$ cat src/rtl/u409_window_decode.sv
`default_nettype none
// +--------------------------------------------------------------------------+
// | Module   : u409_window_decode                                            |
// | Purpose  : Registered Zorro 2 window decoder for U409. NWIN base/mask    |
// |            windows on A[23:16], programmed at run time by AUTOCONFIG.    |
// |            Samples the address at transfer start, holds a one-hot        |
// |            active-low select until TA/TEA, and times out unclaimed       |
// |            cycles.                                                       |
// | Ports    : CLK40, RESETn (async, active low)                             |
// |            TSn, A[31:12], RnW, TT, TAn, TEAn     - bus cycle inputs      |
// |            CFG_WR, CFG_IDX, CFG_BASE, CFG_MASK   - window programming    |
// |            WIN_SELn, CONFIGURED, MULTI_HIT, TIMEOUT, BUSY - outputs      |
// |            ROM_SELn, WIN_ARMED (only with U409_WRITE_ARM_EN)             |
// | Options  : U409_WRITE_ARM_EN - windows flagged in ARM_MASK route to      |
// |            ROM_SELn until armed by a write to that window.               |
// | Revision : 1.0 - initial release                                         |
// +--------------------------------------------------------------------------+
module u409_window_decode #(
  parameter int              NWIN        = 4,
  parameter int              TIMEOUT_CYC = 64,
  parameter logic [NWIN-1:0] ARM_MASK    = '0
) (
  input  logic                                   CLK40,
  input  logic                                   RESETn,
  input  logic                                   TSn,
  input  logic [19:0]                            A,
  input  logic                                   RnW,
  input  logic [1:0]                             TT,
  input  logic                                   TAn,
  input  logic                                   TEAn,
  input  logic                                   CFG_WR,
  input  logic [$clog2(NWIN > 1 ? NWIN : 2)-1:0] CFG_IDX,
  input  logic [7:0]                             CFG_BASE,
  input  logic [7:0]                             CFG_MASK,
  output logic [NWIN-1:0]                        WIN_SELn,
  output logic [NWIN-1:0]                        CONFIGURED,
  output logic                                   MULTI_HIT,
  output logic                                   TIMEOUT,
  output logic                                   BUSY
`ifdef U409_WRITE_ARM_EN
  ,
  output logic                                   ROM_SELn,
  output logic [NWIN-1:0]                        WIN_ARMED
`endif
);

  localparam int c_IDX_W = (NWIN > 1) ? $clog2(NWIN) : 1;
  localparam int c_CNT_W = $clog2(TIMEOUT_CYC);
  localparam logic [c_CNT_W-1:0] c_CNT_LAST = c_CNT_W'(TIMEOUT_CYC - 1);

  typedef enum logic [1:0] {
    S_IDLE   = 2'd0,
    S_ACTIVE = 2'd1,
    S_MISS   = 2'd2
  } state_t;

  // Window configuration
  logic [7:0]      r_base [NWIN];
  logic [7:0]      r_mask [NWIN];
  logic [NWIN-1:0] r_cfg;

  // Cycle tracking
  state_t          r_state,    w_state_nxt;
  logic [c_CNT_W-1:0] r_cnt,   w_cnt_nxt;
  logic [NWIN-1:0] r_win_seln, w_win_seln_nxt;
  logic            r_multi,    w_multi_nxt;
  logic            r_timeout,  w_timeout_nxt;

  logic [NWIN-1:0] w_hit;
  logic [NWIN-1:0] w_sel_n;
  logic            w_multi;
  logic            w_z2_ok;
  logic            w_ack;

`ifdef U409_WRITE_ARM_EN
  logic            r_rom_seln, w_rom_seln_nxt;
  logic [NWIN-1:0] r_armed,    w_armed_nxt;
  logic [c_IDX_W-1:0] w_first;
  logic            w_arm_req;
`endif

  // Only normal transfers inside the 16 MB Zorro 2 space are decoded.
  assign w_z2_ok = (A[19:12] == 8'h00) && (TT == 2'b00);
  assign w_ack   = !TAn || !TEAn;

  generate
    for (genvar gi = 0; gi < NWIN; gi++) begin : g_win
      assign w_hit[gi] = w_z2_ok && r_cfg[gi] &&
                         (((A[11:4] ^ r_base[gi]) & r_mask[gi]) == 8'h00);
    end
  endgenerate

  // Lowest matching index wins: walk from the top so the last write is lowest.
  always_comb begin
    w_sel_n = '1;
`ifdef U409_WRITE_ARM_EN
    w_first = '0;
`endif
    for (int i = NWIN - 1; i >= 0; i--) begin
      if (w_hit[i]) begin
        w_sel_n    = '1;
        w_sel_n[i] = 1'b0;
`ifdef U409_WRITE_ARM_EN
        w_first    = c_IDX_W'(i);
`endif
      end
    end
  end

  // More than one bit set <=> clearing the lowest set bit leaves something.
  assign w_multi = (w_hit & (w_hit - 1'b1)) != '0;

`ifdef U409_WRITE_ARM_EN
  assign w_arm_req = ARM_MASK[w_first] && !r_armed[w_first];
`endif

  // Configuration writes never touch in-flight cycle state; a TS on the same
  // edge decodes against the values held before this edge.
  always_ff @(posedge CLK40 or negedge RESETn) begin
    if (!RESETn) begin
      for (int i = 0; i < NWIN; i++) begin
        r_base[i] <= 8'h00;
        r_mask[i] <= 8'hFF;
      end
      r_cfg <= '0;
    end else if (CFG_WR && (int'(CFG_IDX) < NWIN)) begin
      r_base[CFG_IDX] <= CFG_BASE;
      r_mask[CFG_IDX] <= CFG_MASK;
      r_cfg[CFG_IDX]  <= 1'b1;
    end
  end

  always_comb begin
    w_state_nxt    = r_state;
    w_cnt_nxt      = r_cnt;
    w_win_seln_nxt = r_win_seln;
    w_multi_nxt    = 1'b0;
    w_timeout_nxt  = 1'b0;
`ifdef U409_WRITE_ARM_EN
    w_rom_seln_nxt = r_rom_seln;
    w_armed_nxt    = r_armed;
`endif
    case (r_state)
      S_IDLE: begin
        if (!TSn) begin
          if (|w_hit) begin
            w_state_nxt = S_ACTIVE;
            w_multi_nxt = w_multi;
`ifdef U409_WRITE_ARM_EN
            // Unarmed protected window: steer to ROM; a write arms it for
            // later cycles but is itself still served by the ROM.
            if (w_arm_req) begin
              w_rom_seln_nxt = 1'b0;
              if (!RnW) begin
                w_armed_nxt[w_first] = 1'b1;
              end
            end else begin
              w_win_seln_nxt = w_sel_n;
            end
`else
            w_win_seln_nxt = w_sel_n;
`endif
          end else begin
            w_state_nxt = S_MISS;
            w_cnt_nxt   = '0;
          end
        end
      end
      S_ACTIVE: begin
        if (w_ack) begin
          w_state_nxt    = S_IDLE;
          w_win_seln_nxt = '1;
`ifdef U409_WRITE_ARM_EN
          w_rom_seln_nxt = 1'b1;
`endif
        end
      end
      S_MISS: begin
        // Another responder claiming the cycle takes priority over expiry.
        if (w_ack) begin
          w_state_nxt = S_IDLE;
        end else if (r_cnt == c_CNT_LAST) begin
          w_state_nxt   = S_IDLE;
          w_timeout_nxt = 1'b1;
        end else begin
          w_cnt_nxt = r_cnt + 1'b1;
        end
      end
      default: begin
        w_state_nxt    = S_IDLE;
        w_win_seln_nxt = '1;
`ifdef U409_WRITE_ARM_EN
        w_rom_seln_nxt = 1'b1;
`endif
      end
    endcase
  end

  always_ff @(posedge CLK40 or negedge RESETn) begin
    if (!RESETn) begin
      r_state    <= S_IDLE;
      r_cnt      <= '0;
      r_win_seln <= '1;
      r_multi    <= 1'b0;
      r_timeout  <= 1'b0;
`ifdef U409_WRITE_ARM_EN
      r_rom_seln <= 1'b1;
      r_armed    <= '0;
`endif
    end else begin
      r_state    <= w_state_nxt;
      r_cnt      <= w_cnt_nxt;
      r_win_seln <= w_win_seln_nxt;
      r_multi    <= w_multi_nxt;
      r_timeout  <= w_timeout_nxt;
`ifdef U409_WRITE_ARM_EN
      r_rom_seln <= w_rom_seln_nxt;
      r_armed    <= w_armed_nxt;
`endif
    end
  end

  assign WIN_SELn   = r_win_seln;
  assign CONFIGURED = r_cfg;
  assign MULTI_HIT  = r_multi;
  assign TIMEOUT    = r_timeout;
  assign BUSY       = (r_state != S_IDLE);
`ifdef U409_WRITE_ARM_EN
  assign ROM_SELn   = r_rom_seln;
  assign WIN_ARMED  = r_armed;
`endif

endmodule
`default_nettype wire

$ cat config.mk
export PLATFORM = sky130hd
export DESIGN_NAME = u409_window_decode
export DESIGN_NICKNAME = d
export VERILOG_FILES = /design/src/rtl/u409_window_decode.sv
export SDC_FILE = /design/constraint.sdc
export NUM_CORES = 1
export LEC_CHECK = 0
export BUFFER_PORTS_ARGS = -buffer_cell sky130_fd_sc_hd__buf_2
export CORE_MARGIN = 8
export CORE_UTILIZATION = 25
export DETAILED_ROUTE_END_ITERATION = 10
export SETUP_SLACK_MARGIN = 0.05
export SYNTH_ARGS = -nofsm -noshare
export SYNTH_HDL_FRONTEND = slang
export SYNTH_SLANG_ARGS = --single-unit
$ cat constraint.sdc
create_clock -name CLK40 -period 4.7 [get_ports CLK40]
set_input_delay 0.705 -clock CLK40 [delete_from_list [all_inputs] [get_ports CLK40]]
set_output_delay 0.705 -clock CLK40 [all_outputs]
set_load 0.05 [all_outputs]
**Word level (Yosys, flattened, before mapping)**

Index checks and enable logic that the tools add are counted.

- Register bits after elaboration: 82
- Input port bits: 47
- Output and inout bits: 11

- $add $sub $neg: 2
- Magnitude comparators: 4
- Equality and inequality tests: 10
- Muxes and demuxes: 31
- Bitwise operators: 12
- Reduce and logical (&&, ||, !) cells: 28

Operators with widths:

| operator | count |
|---|---|
| $bwmux W32 | 2 |
| $logic_not A8 Y1 | 5 |
| $and A8 B8 Y8 | 4 |
| $xor A8 B8 Y8 | 4 |
| $mux W4 | 7 |
| $mux W6 | 4 |
| $demux W8 S2 | 1 |
| $ne A2 B2 Y1 const B | 6 |
| $pmux W4 S3 | 1 |
| $pmux W6 S2 | 1 |
| $logic_and A1 B1 Y1 | 11 |
| $mux W2 | 5 |
| $mux W8 | 1 |
| $mux W1 | 7 |
| $add A6 B1 Y6 const B | 1 |
| $eq A6 B6 Y1 const B | 1 |
| $pmux W2 S3 | 1 |
| $reduce_and A5 Y1 | 1 |
| $and A4 B4 Y4 | 1 |
| $logic_not A2 Y1 | 2 |
| $or A4 B4 Y4 | 1 |
| $reduce_and A4 Y1 | 1 |
| $reduce_bool A2 Y1 | 2 |
| $reduce_bool A4 Y1 | 1 |
| 15 further kinds | 16 |

**Depth between registers and ports, before layout**

Gate-level depths: netlist (run 1).

- Depth in word-level cells: 11
- Gate-level depth with buffers: 7

**Worst setup path before layout (run 1)**

Ideal clock, no wire load.

- Kind: input to register
- From: input port A[17]
- To: register r_cnt[4]
- Setup time: 0.064 ns
- Arrival time: 2.250 ns
- Data required time: 4.636 ns
- Path slack: 2.386 ns
- Stages on the path: 6
- Buffers on the path: 0
- Path through: or4_4 -> nor4_4 -> nand3_1 -> o22ai_2 -> o21ba_4 -> a211o_1

- Word-level cells in the longest chain between the ends: 7
- Elaborated cells on any way between the ends: 13
- Those cells by class: eq/ne: 1; reduce/logical: 12

Ends and longest elaborated chain:

| item | line | RTL |
|---|---|---|
| start, declared | 26 | `input logic [19:0] A,` |
| $logic_not A8 Y1 (*) | 83 | `assign w_z2_ok = (A[19:12] == 8'h00) && (TT == 2'b00);` |
| $logic_and A1 B1 Y1 (*) | 83 |  |
| $logic_and A1 B1 Y1 (2 in series) | 88 | `assign w_hit[gi] = w_z2_ok && r_cfg[gi] &&` |
| $reduce_or A4 Y1 (*) | 146 | `if (\|w_hit) begin` |
| $ne A2 B2 Y1 (no line) (*) | - |  |
| $reduce_and A5 Y1 (no line) (*) | - |  |
| end signal, assigned | 212 | `r_cnt <= w_cnt_nxt;` |
| end, declared | 64 | `logic [c_CNT_W-1:0] r_cnt, w_cnt_nxt;` |

Every way passes the cells marked *; elsewhere a longest branch is shown, timed or not.
A chain may end at the register's enable or synchronous reset.

**Final worst setup path (run 1)**

Ends and elaborated chain as after synthesis.

==> results.txt, run 1 <==
core area = 15,090 µm²
clock sinks = 82
Startpoint Class = input port
pin slew with the least headroom to its limit = 1.028 ns
Final setup viols = 0
fmax = 441.4 MHz
Seq. cell area = 2097 µm²
Critical path buffers and inverters = 1
global route total overflow = 0
Cells on Worst Hold Path = 1
initial antenna violation count = 0
post_cts resized = 0
Yosys cell types = 41
Worst EP arrival = 2.54 ns
Worst IR Drop VDD = 210.4 µV
Yosys top cell area share = 0.3013
pre-CTS WS = 2.055 ns
largest net degree at the start of global routing = 83
DR iter-0 viols = 123
number of diodes = 0
syn_nets = 333
Critical R2R Launch = r_base[8]
Setup TNS Final = 0 ns
Syn Inst Count = 285
Layout fillers = 1,547
Clock transition at path regs = 0.06 ns
Setup WS post-layout = 2.434 ns
post-route antenna net violation count = 0
unrepaired setup endpoints after global routing = no
hold endpoint = CONFIGURED[3]
Final Max Tran Viols = 0
insertion delay to the later sink of the worst-skew pair = 0.33 ns
Starting Density = 0.2532
reg2reg end = r_cnt[4]
FF-to-FF path depth = 6
Power Density = 418.3 nW/µm²
crit-path max cell delay = 0.53 ns
hold path start = CONFIGURED[3]
Warnings, synthesis = 0
CTS Hold Bufs = 0
CP Launch Point = A[17]
mean area per synthesized cell = 13.40 µm²
Synth area leader = dfrtp_1
htree depth = 3
IO Pins = 58
Total GRT Usage = 0.08930
reg2reg setup slack = 2.76 ns
Max FO, Critical Path = 7
Layout area overhead = 19.85%
vias = 2,469
Crit. End Element = register
critical path's slowest cell = or4_4
worst setup skew after layout = 0.006778 ns
IO Port Bufs = 52
critical path's top delay family = simple AND/OR/NAND/NOR gates
static leakage = 1.939 nW
Setup CP Type = in -> reg
synth top area cells = dfrtp_1, dfstp_2, mux2_2, xor2_1, a22oi_1
number of synthesized register bits = 82
max_cap viols = 0
Post-CTS Setup Inserts = 0
commonest cells in the synthesized netlist = mux2_2, dfrtp_1, dfstp_2
most frequent cell after synthesis = mux2_2
Initial DRT Pass Iterations = 4
clk root buf = clkbuf_16
vias per cell = 4.598
status = completed
hold crit path type = reg -> reg
CTS buffer count = 9
final worst-path cycle share = 0.4820
CTS tree = done
synthesized cell area = 3820 µm²
Period minus WS final = 2.266 ns
half-perimeter wire length after placement = 6.136 mm
die width = 139.6 µm
share of cells above drive strength 1 = 0.5186
Longest Clk Path Bufs = 2
crit path cell chain = buf_2 -> or4_4 -> nor4_4 -> nand3_1 -> o22ai_2 -> o21ba_4 -> a211o_1
multi-input logic area = 1704 µm²
GP Congestion = 0.7517
Hold Vio Cnt, Final = 0
Required @ worst endpoint = 4.97 ns
sequential share of the synthesized area = 0.5490
Die Footprint = 19,490 µm²
Final #Nets = 392
residual DRC count = 0
vias in the first global route = 2,665
Die Ht = 139.6 µm
routed len/inst = 15.75 µm
WL final = 8.460 mm
relative slew slack = 0.3148
EDFF count, synth = 0
Most used DFF post-synth = dfrtp_1
FP Rows = 45
first-pass GRT wire length = 13.77 mm
Async S/R FF share, synth = 1.000
## stage by stage
| stage | std cells | hold WS, ns | area (µm²) | power [W] | utilization |
|---|---|---|---|---|---|
| 2_1_floorplan | 285 | 0.4094 | 3820 | 0.001178 | - |
| 3_3_place_gp | 521 | 0.4756 | 4307 | 0.001278 | 0.2854 |
| 3_5_place_dp | 521 | 0.4828 | 4307 | 0.001298 | 0.2854 |
| 4_1_cts | 537 | 0.4996 | 4578 | 0.001943 | 0.3034 |
| 5_1_grt | 537 | 0.5136 | 4578 | 0.002023 | 0.3034 |
| 6_report | 537 | 0.4994 | 4578 | 0.001915 | 0.3034 |
## cells by family (layout without fill, tap and decap cells)
group	count (synthesis)	count (layout)	share of synthesized area
flops	82	82	0.5490
mux	64	64	0.1887
simple gates	58	58	0.08516
compound gates	42	42	0.09303
xor+xnor	32	32	0.07337
buf+inv	5	69	0.004914
fa+ha+maj	2	2	0.005895
## how the worst max path moves through the flow
| stage | to | slack [ns] | cells after the start |
|---|---|---|---|
| 2_1_floorplan | r_cnt[4] | 2.39 | 6 |
| 6_report | r_cnt[4] | 2.43 | 7 |
| 5_1_grt | r_cnt[4] | 2.31 | 7 |
| 3_3_place_gp | r_cnt[0] | 2.08 | 7 |
| 3_5_place_dp | r_cnt[4] | 2.06 | 7 |
| 4_1_cts | r_cnt[4] | 2.39 | 7 |
## per-layer routing
| layer | global-route usage | up-vias | wire length (µm) |
|---|---|---|---|
| met5 | 0 | - | 0 |
| li1 | - | 1168 | - |
| met3 | 0.03044 | 8 | 389 |
| met2 | 0.1429 | 46 | 3936 |
| met4 | 0.02571 | 0 | 87 |
| met1 | 0.1121 | 1247 | 4047 |
## placed cells by master (no fill, tap or decap), types with 2 or more instances in the layout
cell and count:
clkbuf_16 9, o31a_1 2, clkinv_4 3, buf_2 51, mux2_2 64, xor2_1 32, a22o_1 4, nand3b_1 2
and2_1 3, nor4_1 2, dfstp_2 36, nand2b_1 4, or4_1 2, a22oi_1 8, nand3_1 11, o21ai_0 5
a21oi_1 2, nor2_1 11, buf_4 2, or3_1 2, o22ai_2 2, a21o_1 5, dfrtp_1 46, nor2b_1 2
nand2_1 11, or2_2 3, clkinv_2 4, a222oi_1 4
## power breakdown
part	switching [W]	total [W]	internal [W]
sequential	0.0000781	0.000945	0.000867
combinational	0.000163	0.000339	0.000176
clock	0.000275	0.000632	0.000356
total	0.000516	0.00191	0.00140
## state kept, by name, summed over array words and instances (netlist names)
name and flops:
CONFIGURED 4, MULTI_HIT 1, TIMEOUT 1, WIN_SELn 4
r_base 32, r_cnt 6, r_mask 32, r_state 2
## worst reg2reg max path: stages, from the launching register on
cell and delay [ns]:
dfrtp_1 0.39, xor2_1 0.14, a222oi_1 0.43, nand3_1 0.23
o22ai_2 0.33, o21ba_4 0.23, a211o_1 0.14
## area by class of cell
type	count	share of cell area
Clock inverter	7	0.01011
Tap cell	188	0.05138
Sequential cell	82	0.4580
Timing Repair Buffer	53	0.05903
Multi-Input combinational cell	198	0.3722
Clock buffer	9	0.04919
No activity file was read; power rests on OpenSTA's default activity.
==> inputs of run 2 (changes only) <==
- clock period: 4.7 -> 2.25 ns (I/O delays scaled with it)
==> results.txt, run 2 (same netlist as run 1, synthesis figures left out) <==
status = completed
CTS buffer count = 9
reg2reg end = r_cnt[0]
dpl cell area = 4362 µm²
GP Congestion = 0.7559
Setup TNS Final = 0 ns
gr busiest metal = met2
IO Port Bufs = 52
residual DRC count = 0
fmax = 515.1 MHz
unrepaired setup endpoints after global routing = no
Period minus WS final = 1.942 ns
Worst EP arrival = 2.22 ns
Logic pwr share = 0.174
number of diodes = 0
Setup CP Type = reg -> reg
Required @ worst endpoint = 2.53 ns
Layout fillers = 1,528
static leakage = 1.956 nW
Psw = 0.001114 W
Largest regs = r_base (32), r_mask (32), r_cnt (6)
Flop pwr share = 0.482
Die Footprint = 19,490 µm²
clock sinks = 82
Max FO, Critical Path = 7
Int Pwr = 0.002969 W
Hold Vio Cnt, Final = 0
Starting Density = 0.2532
pin slew with the least headroom to its limit = 0.4495 ns
Worst IR Drop VDD = 374.5 µV
commonest non-fill, non-tap cell in the layout = mux2_2
vias = 2,469
core area = 15,090 µm²
Final Max Tran Viols = 0
Post-CTS Setup Inserts = 0
Die Ht = 139.6 µm
met3 Track Usage GR = 0.03352
final worst-path cycle share = 0.8629
vias in the first global route = 2,677
die width = 139.6 µm
critical path's top delay family = compound AO/OA/AOI/OAI gates
worst setup skew after layout = 0.008014 ns
power share of the clock group = 0.344
fin cells = 541
critical path's slowest cell = a222oi_1
Startpoint Class = register
Final #Nets = 396
crit-path max cell delay = 0.44 ns
largest net degree at the start of global routing = 83
Initial DRT Pass Iterations = 4
post_cts resized = 0
relative slew slack = 0.7004
initial antenna violation count = 0
most frequent cells in the layout = mux2_2, buf_2, dfrtp_1, dfstp_2, xor2_1
CP Launch Point = r_base[8]
routed len/inst = 15.43 µm
max_cap viols = 0
dpl cells = 525
insertion delay to the later sink of the worst-skew pair = 0.34 ns
WL final = 8.350 mm
vias per cell = 4.564
FF-to-FF path depth = 6
reg2reg setup slack = 0.31 ns
Final setup viols = 0
crit path cell chain = xor2_1 -> a222oi_1 -> nand3_1 -> o22ai_2 -> o21ba_4 -> o22a_1
global route total overflow = 0
first-pass GRT wire length = 13.90 mm
M2 GR Usage = 0.1356
IO Pins = 58
Clock transition at path regs = 0.06 ns
clk root buf = clkbuf_16
Longest Clk Path Bufs = 2
Critical path buffers and inverters = 0
Layout area overhead = 21.68%
FP Rows = 45
hold crit path type = in -> async
Critical R2R Launch = r_base[8]
half-perimeter wire length after placement = 6.118 mm
Power Density = 878.3 nW/µm²
CTS Hold Bufs = 0
post-route antenna net violation count = 0
DR iter-0 viols = 154
share of cells above drive strength 1 = 0.5241
Crit. End Element = register
htree depth = 3
Global Route met1 Usage = 0.1175
Sw Share = 0.2729
utilization after layout = 0.3080
final instance area = 4648 µm²
CTS tree = done
Total GRT Usage = 0.09024
[run 2: metal layers]
layer / wire (µm) / vias to the layer above
li1: - / 1166
met1: 4019 / 1240
met2: 3793 / 51
met3: 435 / 12
met4: 102 / 0
met5: 0 / -
[run 2: worst max path at each step]
stage | endpoint | slack [ns] | depth (start not counted)
CTS | r_cnt[0] | 0.25 | 6
global placement | r_cnt[4] | 0.03 | 7
detailed placement | r_cnt[0] | -0.01 | 7
finish | r_cnt[0] | 0.31 | 6
floorplan | WIN_SELn[3] | 0.29 | 4
global route | MULTI_HIT | 0.12 | 6
[run 2: worst reg2reg max path, stage by stage, from the launching register on]
cell	delay [ns]
dfrtp_1	0.39
xor2_1	0.14
a222oi_1	0.44
nand3_1	0.22
o22ai_2	0.32
o21ba_4	0.23
o22a_1	0.13
[run 2: power by group through the flow]
stage	combinational, W	clock (W)	sequential (W)
after global routing	0.000790	0.00149	0.00201
after detailed placement	0.000722	0	0.00199
after floorplan	0.000489	0	0.00197
final	0.000710	0.00140	0.00197
after CTS	0.000724	0.00144	0.00197
after global placement	0.000700	0	0.00198
[run 2: area by class of cell]
class,instances,area (µm²),area share
sequential,82,2097,0.4511
clock inverter,6,47.55,0.01023
clock buffer,10,239.0,0.05141
multi-input combinational,198,1704,0.3666
tap,188,235.2,0.05061
timing repair buffer,57,325.3,0.06999
[run 2: metrics by stage]
| step | hold slack [ns] | setup slack [ns] | power [W] |
|---|---|---|---|
| floorplan | 0.04191 | 0.2857 | 0.002461 |
| global placement | 0.3984 | 0.03143 | 0.002681 |
| detailed placement | 0.4013 | -0.01468 | 0.002715 |
| CTS | 0.03434 | 0.2489 | 0.004132 |
| global route | 0.05334 | 0.1220 | 0.004294 |
| finish | 0.01637 | 0.3085 | 0.004083 |
